## config.mk

```make
export PLATFORM = sky130hd
export DESIGN_NAME = output_serializer
export DESIGN_NICKNAME = d
export VERILOG_FILES = /design/src/rtl/sensor_io_pkg.sv /design/src/rtl/piso_shift_reg.sv /design/src/rtl/output_serializer.sv
export SDC_FILE = /design/constraint.sdc
export NUM_CORES = 1
export LEC_CHECK = 0
export CAP_MARGIN = 15
export CORE_UTILIZATION = 53
export DETAILED_ROUTE_END_ITERATION = 10
export GPL_TIMING_DRIVEN = 0
export PLACE_DENSITY = 0.78
export RECOVER_POWER = 25
export SLEW_MARGIN = 20
export SYNTH_ARGS = -nofsm -noshare
export SYNTH_HDL_FRONTEND = slang
export SYNTH_SLANG_ARGS = --single-unit
```

## constraint.sdc

```tcl
create_clock -name clk -period 2.1 [get_ports clk]
set_input_delay 0.21 -clock clk [delete_from_list [all_inputs] [get_ports clk]]
set_output_delay 0.21 -clock clk [all_outputs]
set_load 0.01 [all_outputs]
```

## src/rtl/sensor_io_pkg.sv

```systemverilog
// Shared types and defaults for the sensor serial I/O blocks.
// The PARITY state is only reachable when OUTPUT_SERIALIZER_PARITY_EN is defined.
package sensor_io_pkg;

  localparam int DEFAULT_DATA_WIDTH = 8;

  typedef enum logic [1:0] {
    IDLE   = 2'd0,
    SHIFT  = 2'd1,
    PARITY = 2'd2
  } ser_state_t;

endpackage

```

## src/rtl/piso_shift_reg.sv

```systemverilog
// Parallel-in / serial-out shift register with load and shift enables.
// Shifts toward the MSB and exposes the MSB as the next bit to transmit.
module piso_shift_reg #(
  parameter int WIDTH = 8
) (
  input  logic             clk,
  input  logic             reset,
  input  logic             load,
  input  logic             shift,
  input  logic [WIDTH-1:0] load_data,
  output logic             msb
);

  logic [WIDTH-1:0] data_reg;

  // Load has priority over shift; zero is shifted into the LSB.
  always_ff @(posedge clk) begin
    if (!reset) begin
      data_reg <= '0;
    end else if (load) begin
      data_reg <= load_data;
    end else if (shift) begin
      data_reg <= {data_reg[WIDTH-2:0], 1'b0};
    end
  end

  assign msb = data_reg[WIDTH-1];

endmodule

```

## src/rtl/output_serializer.sv

```systemverilog
// Parallel-to-serial transmitter: one-word holding register feeding an
// MSB-first shifter, one bit per enabled clock, with back-to-back frames.
// Optional feature: OUTPUT_SERIALIZER_PARITY_EN appends an even-parity bit.
module output_serializer
  import sensor_io_pkg::*;
#(
  parameter int DATA_WIDTH = DEFAULT_DATA_WIDTH
) (
  input  logic                  clk,
  input  logic                  reset,
  input  logic [DATA_WIDTH-1:0] data_input,
  input  logic                  data_valid,
  output logic                  input_ready,
  input  logic                  bit_enable,
  output logic                  serial_out,
  output logic                  serial_valid,
  output logic                  frame_done,
  output logic                  busy
);

  localparam int CW = $clog2(DATA_WIDTH + 1);
  localparam logic [CW-1:0] LAST_COUNT = CW'(DATA_WIDTH - 1);

  ser_state_t            state, state_next;
  logic [CW-1:0]         count, count_next;
  logic [DATA_WIDTH-1:0] hold_data;
  logic                  hold_full, hold_full_next;
  logic                  serial_out_next;
  logic                  serial_valid_next;
  logic                  frame_done_next;
  logic                  busy_next;
  logic                  accept;
  logic                  load;
  logic                  shift;
  logic                  shift_msb;

`ifdef OUTPUT_SERIALIZER_PARITY_EN
  logic parity_reg;
`endif

  assign input_ready = !hold_full && reset;
  assign accept      = data_valid && input_ready;

  // The shifter holds the bits still to be sent; the MSB goes straight to
  // serial_out at load time, so the shifter only needs the remaining bits.
  piso_shift_reg #(
    .WIDTH(DATA_WIDTH)
  ) u_shift (
    .clk      (clk),
    .reset    (reset),
    .load     (load),
    .shift    (shift),
    .load_data({hold_data[DATA_WIDTH-2:0], 1'b0}),
    .msb      (shift_msb)
  );

  // Next-state and next-output logic; a disabled cycle holds everything.
  always_comb begin
    state_next        = state;
    count_next        = count;
    serial_out_next   = serial_out;
    serial_valid_next = serial_valid;
    frame_done_next   = 1'b0;
    load              = 1'b0;
    shift             = 1'b0;

    if (bit_enable) begin
      case (state)
        IDLE: begin
          if (hold_full) begin
            load = 1'b1;
          end
        end
        SHIFT: begin
          if (count == '0) begin
`ifdef OUTPUT_SERIALIZER_PARITY_EN
            state_next        = PARITY;
            serial_out_next   = parity_reg;
            serial_valid_next = 1'b1;
            frame_done_next   = 1'b1;
`else
            if (hold_full) begin
              load = 1'b1;
            end else begin
              state_next        = IDLE;
              serial_out_next   = 1'b0;
              serial_valid_next = 1'b0;
            end
`endif
          end else begin
            shift           = 1'b1;
            serial_out_next = shift_msb;
            count_next      = count - CW'(1);
`ifdef OUTPUT_SERIALIZER_PARITY_EN
            frame_done_next = 1'b0;
`else
            frame_done_next = (count == CW'(1));
`endif
          end
        end
`ifdef OUTPUT_SERIALIZER_PARITY_EN
        PARITY: begin
          if (hold_full) begin
            load = 1'b1;
          end else begin
            state_next        = IDLE;
            serial_out_next   = 1'b0;
            serial_valid_next = 1'b0;
          end
        end
`endif
        default: begin
          state_next        = IDLE;
          serial_out_next   = 1'b0;
          serial_valid_next = 1'b0;
        end
      endcase
    end

    // A load starts a new frame with its MSB, whatever state it came from.
    if (load) begin
      state_next        = SHIFT;
      count_next        = LAST_COUNT;
      serial_out_next   = hold_data[DATA_WIDTH-1];
      serial_valid_next = 1'b1;
    end

    hold_full_next = accept ? 1'b1 : (load ? 1'b0 : hold_full);
    busy_next      = (state_next != IDLE) || hold_full_next;
  end

  // State, counter, holding register and registered outputs.
  always_ff @(posedge clk) begin
    if (!reset) begin
      state        <= IDLE;
      count        <= '0;
      hold_full    <= 1'b0;
      hold_data    <= '0;
      serial_out   <= 1'b0;
      serial_valid <= 1'b0;
      frame_done   <= 1'b0;
      busy         <= 1'b0;
    end else begin
      state        <= state_next;
      count        <= count_next;
      hold_full    <= hold_full_next;
      serial_out   <= serial_out_next;
      serial_valid <= serial_valid_next;
      frame_done   <= frame_done_next;
      busy         <= busy_next;
      if (accept) begin
        hold_data <= data_input;
      end
    end
  end

`ifdef OUTPUT_SERIALIZER_PARITY_EN
  // Even parity of the word captured at load time, sent after its LSB.
  always_ff @(posedge clk) begin
    if (!reset) begin
      parity_reg <= 1'b0;
    end else if (load) begin
      parity_reg <= ^hold_data;
    end
  end
`endif

endmodule
```

Word level (Yosys, flattened, before mapping)
Index checks and enable logic that the tools add are counted.
{ "word_totals": {"inputBits": 12, "regBits": 26} }
{ "classes": {"bitwise": 4, "eq_ne": 7, "n_addsub": 1, "n_reduce_logical": 16, "muxes": 29} }
{ "ops": {"columns": ["op", "count"], "rows": [
  ["8-bit two-way mux", 2],
  ["1-bit two-way mux", 15],
  ["3-bit two-way mux", 4],
  ["3-bit AND reduction", 3],
  ["2-bit two-way mux", 4],
  ["2-bit nonzero test", 4],
  ["3-bit != test (second input constant)", 2],
  ["1-bit one-hot mux with 2 select lines", 3],
  ["4-bit by 1-bit equality test with 1-bit output (second input constant)", 1],
  ["4-bit zero test", 1],
  ["2-bit != test (second input constant)", 2],
  ["4-bit != test (second input constant)", 1],
  ["1-bit inverter", 4],
  ["2-bit one-hot mux with 2 select lines", 1],
  ["4-bit AND reduction", 1],
  ["4-bit OR reduction", 1],
  ["4-bit by 1-bit subtractor with 4-bit output (second input constant)", 1],
  ["2-bit by 1-bit equality test with 1-bit output (second input constant)", 1],
  ["1-bit logical AND", 2],
  ["2-bit zero test", 1],
  ["2-bit OR reduction", 1],
  ["1-bit zero test", 1],
  ["1-bit logical OR", 1]
]} }

Depth between registers and ports, before layout
{ "logic_depth": {"ltp_word": 7, "mapped_depth": 8} }

Hierarchy
A second synthesis with hierarchy kept.
{ "hier_totals": {"cells_unflattened": 127, "hier_area_um2": 1300.0} }
{ "by_module_without_submodules": {"columns": ["mod", "seq_area_each_um2", "area_each_um2", "cells_each", "n_inst"], "rows": [
  ["output_serializer", 380.4, 880.8, 92, 1],
  ["piso_shift_reg", 160.2, 419.2, 35, 1]
]} }

Worst setup path before layout
No wires, ideal clock.
{ "synth_path": {"kind": "reg2reg", "startpoint": "register count[1]", "endpoint": "register busy", "setup_time_ns": 0.114, "n_path_buf": 1, "t_arrival_ns": 1.572, "slack_ns": 0.414, "period_less_slack_ns": 1.686, "required_time_ns": 1.986, "path_stages_with_launch": 8, "cell_sequence": "dfxtp_1 > inv_1 > ha_1 > or3b_1 > buf_6 > a31oi_4 > o21ai_2 > a21o_1"} }
{ "synth_between": {"elab_chain_cells": 7} }
{ "synth_rtl": {"columns": ["item", "line", "source"], "rows": [
  ["start, declared", "output_serializer.sv:25", "logic [CW-1:0] count, count_next;"],
  ["start signal, assigned", "output_serializer.sv:145", "count <= count_next;"],
  ["4-bit zero test (*)", "output_serializer.sv:75", "if (count == '0) begin"],
  ["2-bit two-way mux or 1-bit two-way mux (tied branches)", "output_serializer.sv:75", null],
  ["2-bit one-hot mux with 2 select lines or 1-bit one-hot mux with 2 select lines (tied branches)", "output_serializer.sv:68", "case (state)"],
  ["2-bit two-way mux or 1-bit two-way mux (tied branches)", "output_serializer.sv:67", "if (bit_enable) begin"],
  ["2-bit two-way mux or 1-bit two-way mux (tied branches)", "output_serializer.sv:121, output_serializer.sv:128", null],
  ["2-bit nonzero test or 1-bit two-way mux (tied branches)", "output_serializer.sv:129, output_serializer.sv:128", null],
  ["1-bit logical OR (*)", "output_serializer.sv:129", "busy_next = (state_next != IDLE) || hold_full_next;"],
  ["end signal, assigned", "output_serializer.sv:150", "busy <= busy_next;"],
  ["end, declared", "output_serializer.sv:18", "output logic busy"]
]} }
Every way passes the cells marked *; elsewhere a longest branch is shown, timed or not.
A chain may end at the register's enable or synchronous reset.

Worst setup path in the final report
{ "layout_path": {"startpoint": "register hold_full", "endpoint": "output port input_ready"} }
{ "layout_between": {"elab_chain_cells": 2} }
{ "layout_rtl": {"columns": ["item", "line", "source"], "rows": [
  ["start, declared", "output_serializer.sv:27", "logic hold_full, hold_full_next;"],
  ["start signal, assigned", "output_serializer.sv:146", "hold_full <= hold_full_next;"],
  ["1-bit zero test", "output_serializer.sv:41", "assign input_ready = !hold_full && reset;"],
  ["1-bit logical AND", "output_serializer.sv:41", null],
  ["end, declared", "output_serializer.sv:13", "output logic input_ready,"]
]} }
No other way between the ends.

==> out/qor.txt <==
CP max stage cell = clkdlybuf4s50_1
HP Class = input port to flop
family with the most delay on the worst path = buffers and inverters
worst skew pair latency = 0.34 ns
mux share of post-synthesis cell area = 5.639%
area share of fa/ha/maj cells after synthesis = 3.021%
Fin. Hold Viols = 0
TritonCTS clock tree = yes
max reg flops = 8
post-synth cell types = 35
# hold bufs at CTS = 0
max cap viols = 0
Core Rows = 17
htree depth = 1
CTS buffer count = 3
Post-Synth XOR/XNOR Area = 0%
Arrival @ worst endpoint = 1.75 ns
Final Max Slew Viols = 0
R2R setup slack = 0.21 ns
Hold EP = state[1]
critical path class = flop to output pin
Yosys warnings = 0
status = finished, final reports clean
Leakage Power = 0.5899 nW
Post-Route WL = 2540 um
Vias = 1021
maximum vdd drop = 0.4818 mV
placed cells = 177
Tightest Pin Transition = 0.4588 ns
IO Count = 17
largest family of logic cells by synthesized area = compound AO/OA/AOI/OAI gates
Total GRT Usage = 23.42%
Setup WS post-layout = 0.1391 ns
syn avg cell area = 9.203 um^2
#FFs+latches synth = 26
clk root buf = clkbuf_4
post-synthesis sequential area ratio = 41.89%
post-synthesis simple-gate area fraction = 20.44%
R2R Path End = busy
PwrDens = 687.7 nW/um^2
die area = 2542 um^2
Final Wtd Congestion = 0.7686
setup bufs post-CTS = 0
initial drt markers = 26
Vert. Die Dim = 50.42 um
synthesis-to-layout area growth = 17.12%
Max Clock Freq = 510.0 MHz
layout cells sized above 1 = 11.76%
Clock Sinks = 26
initial antenna violation count = 0
worst path bufs/invs = 2
WL/cell = 14.03 um
flip-flop and latch area = 520.5 um^2
Clock Path Buffers = 2
Hold Path Stages = 2
slew margin rel. = 69.41%
worst slack at placement = 0.1026 ns
post-CTS sizing = 0
via count of the first global-routing pass = 1013
area taken by multi-input logic gates = 633.1 um^2
Nets = 169
# port buffers = 14
fin crit share = 93.38%
Starting Density = 56.17%
Setup crit end kind = output pin
hpwl dp = 1849 um
largest net degree at the start of global routing = 15
crit-path cells = clkbuf_1 -> nor2_1 -> clkdlybuf4s50_1
first-pass GRT wire length = 4450 um
Worst setup SP type = flop
WP data required = 1.89 ns
R2R cell count = 7
Via density = 5.641
RSZ-0062 raised after global routing = false
Synth Instances = 135
minimum clock period = 1.961 ns
DRT Pass-1 Iters = 4
Chip Width = 50.42 um
non-filler instance count after layout = 181
filler cell count = 199
# DRC = 0
area of the core = 2212 um^2
Final Setup Violations = 0
ant diodes = 0
slowest cell delay on critical path = 0.49 ns
start point of the worst hold path = bit_enable
CP Max Fanout = 10
worst r2r src = count[0]
Routed Antenna Nets = 0
Clock transition at path regs = 0.15 ns
area of the mapped netlist = 1242 um^2
Overflow after GRT = 0
Mapped Nets = 150
Clock Skew = 0.01194 ns
TNS Setup = 0 ns
Compound-Gate Fraction of Synth Area = 21.85%
worst register-to-register path, stage by stage, from the launching register on:
cell     delay (ns)
dfxtp_1        0.36
inv_1          0.13
ha_1           0.16
or3b_1         0.36
buf_6          0.15
a31oi_4        0.36
o21ai_2        0.10
a21o_1         0.18
Yosys cell counts:
master / number / area, um^2
or3b_1: 1 / 8.760
clkbuf_1: 2 / 7.510
o21ai_2: 1 / 8.760
nand4_1: 1 / 6.260
nand3_1: 3 / 15.01
a31oi_1: 2 / 12.51
nor2_1: 7 / 26.28
and3_1: 1 / 6.260
buf_1: 2 / 7.510
a211oi_1: 2 / 15.01
a21oi_1: 13 / 65.06
mux2i_1: 7 / 70.07
nand2b_1: 6 / 37.54
o221a_1: 4 / 45.04
o21a_1: 1 / 7.510
and3b_1: 1 / 8.760
buf_8: 1 / 15.01
a31oi_4: 1 / 21.27
inv_2: 2 / 7.510
a221oi_2: 4 / 60.06
buf_2: 2 / 10.01
a21o_1: 2 / 15.01
inv_1: 5 / 18.77
nand2_1: 22 / 82.58
o41ai_1: 1 / 8.760
dfxtp_1: 26 / 520.5
o21ai_0: 1 / 5.000
ha_1: 3 / 37.54
nor3_1: 3 / 15.01
o31ai_1: 1 / 7.510
nand2_8: 1 / 20.02
nor2b_1: 2 / 12.51
buf_6: 2 / 22.52
nand3b_1: 1 / 7.510
nor3b_1: 1 / 7.510
layout make-up:
type | count | share of cell area [%]
buffer | 9 | 4.385
clock buffer | 4 | 2.494
inverter | 7 | 1.806
multi-input combinational | 93 | 43.51
sequential | 26 | 35.77
tap | 28 | 2.408
timing repair buffer | 14 | 9.630
worst max path at each step:
stage / startpoint / end / cells past startpoint
floorplan: count[1] / busy / 7
global placement: reset / input_ready / 5
detailed placement: reset / input_ready / 5
CTS: reset / input_ready / 5
global route: hold_full / input_ready / 3
finish: hold_full / input_ready / 3
metrics by stage:
step                      utilization [%]  total power, mW  hold slack, ns  instance area [um^2]
after floorplan                         -           0.6880          0.3460                  1242
after global placement              64.08           0.7392          0.4423                  1418
after detailed placement            64.08           0.7476          0.4449                  1418
after CTS                           65.72           0.9996          0.1656                  1454
after global routing                65.78            1.047          0.1859                  1455
final                               65.78            1.001          0.1616                  1455
cells in the final DEF (no fill, tap or decap), types with 2 or more instances in the layout:
master / instances
nand2b_1: 6
ha_1: 3
a31oi_1: 2
o221a_1: 4
inv_1: 6
nor2_1: 7
mux2i_1: 7
clkbuf_1: 2
clkdlybuf4s50_1: 10
a21o_1: 2
dfxtp_1: 26
a221oi_2: 4
buf_2: 2
clkbuf_4: 3
nor3_1: 3
nand2_1: 22
buf_6: 2
a21oi_1: 13
nand3_1: 3
dlygate4sd3_1: 4
a211oi_1: 2
nor2b_1: 2
logic make-up after synthesis:
logic type / count (synthesis)
simple gates: 50
compound gates: 33
flops: 26
buf+inv: 16
mux: 7
fa+ha+maj: 3
metal layers:
layer / vias up / routed length (um) / global-route usage, %
met2: 28 / 1249 / 38.44
met1: 479 / 1132 / 28.92
met4: 0 / 44 / 12.50
met3: 5 / 114 / 4.242
li1: 509 / - / -
met5: - / 0 / 0
power by group:
part,internal (mW),switching [mW]
sequential,0.523,0.0171
combinational,0.0901,0.105
clock,0.106,0.159
total,0.720,0.281
(Power assumes the default switching activity.)
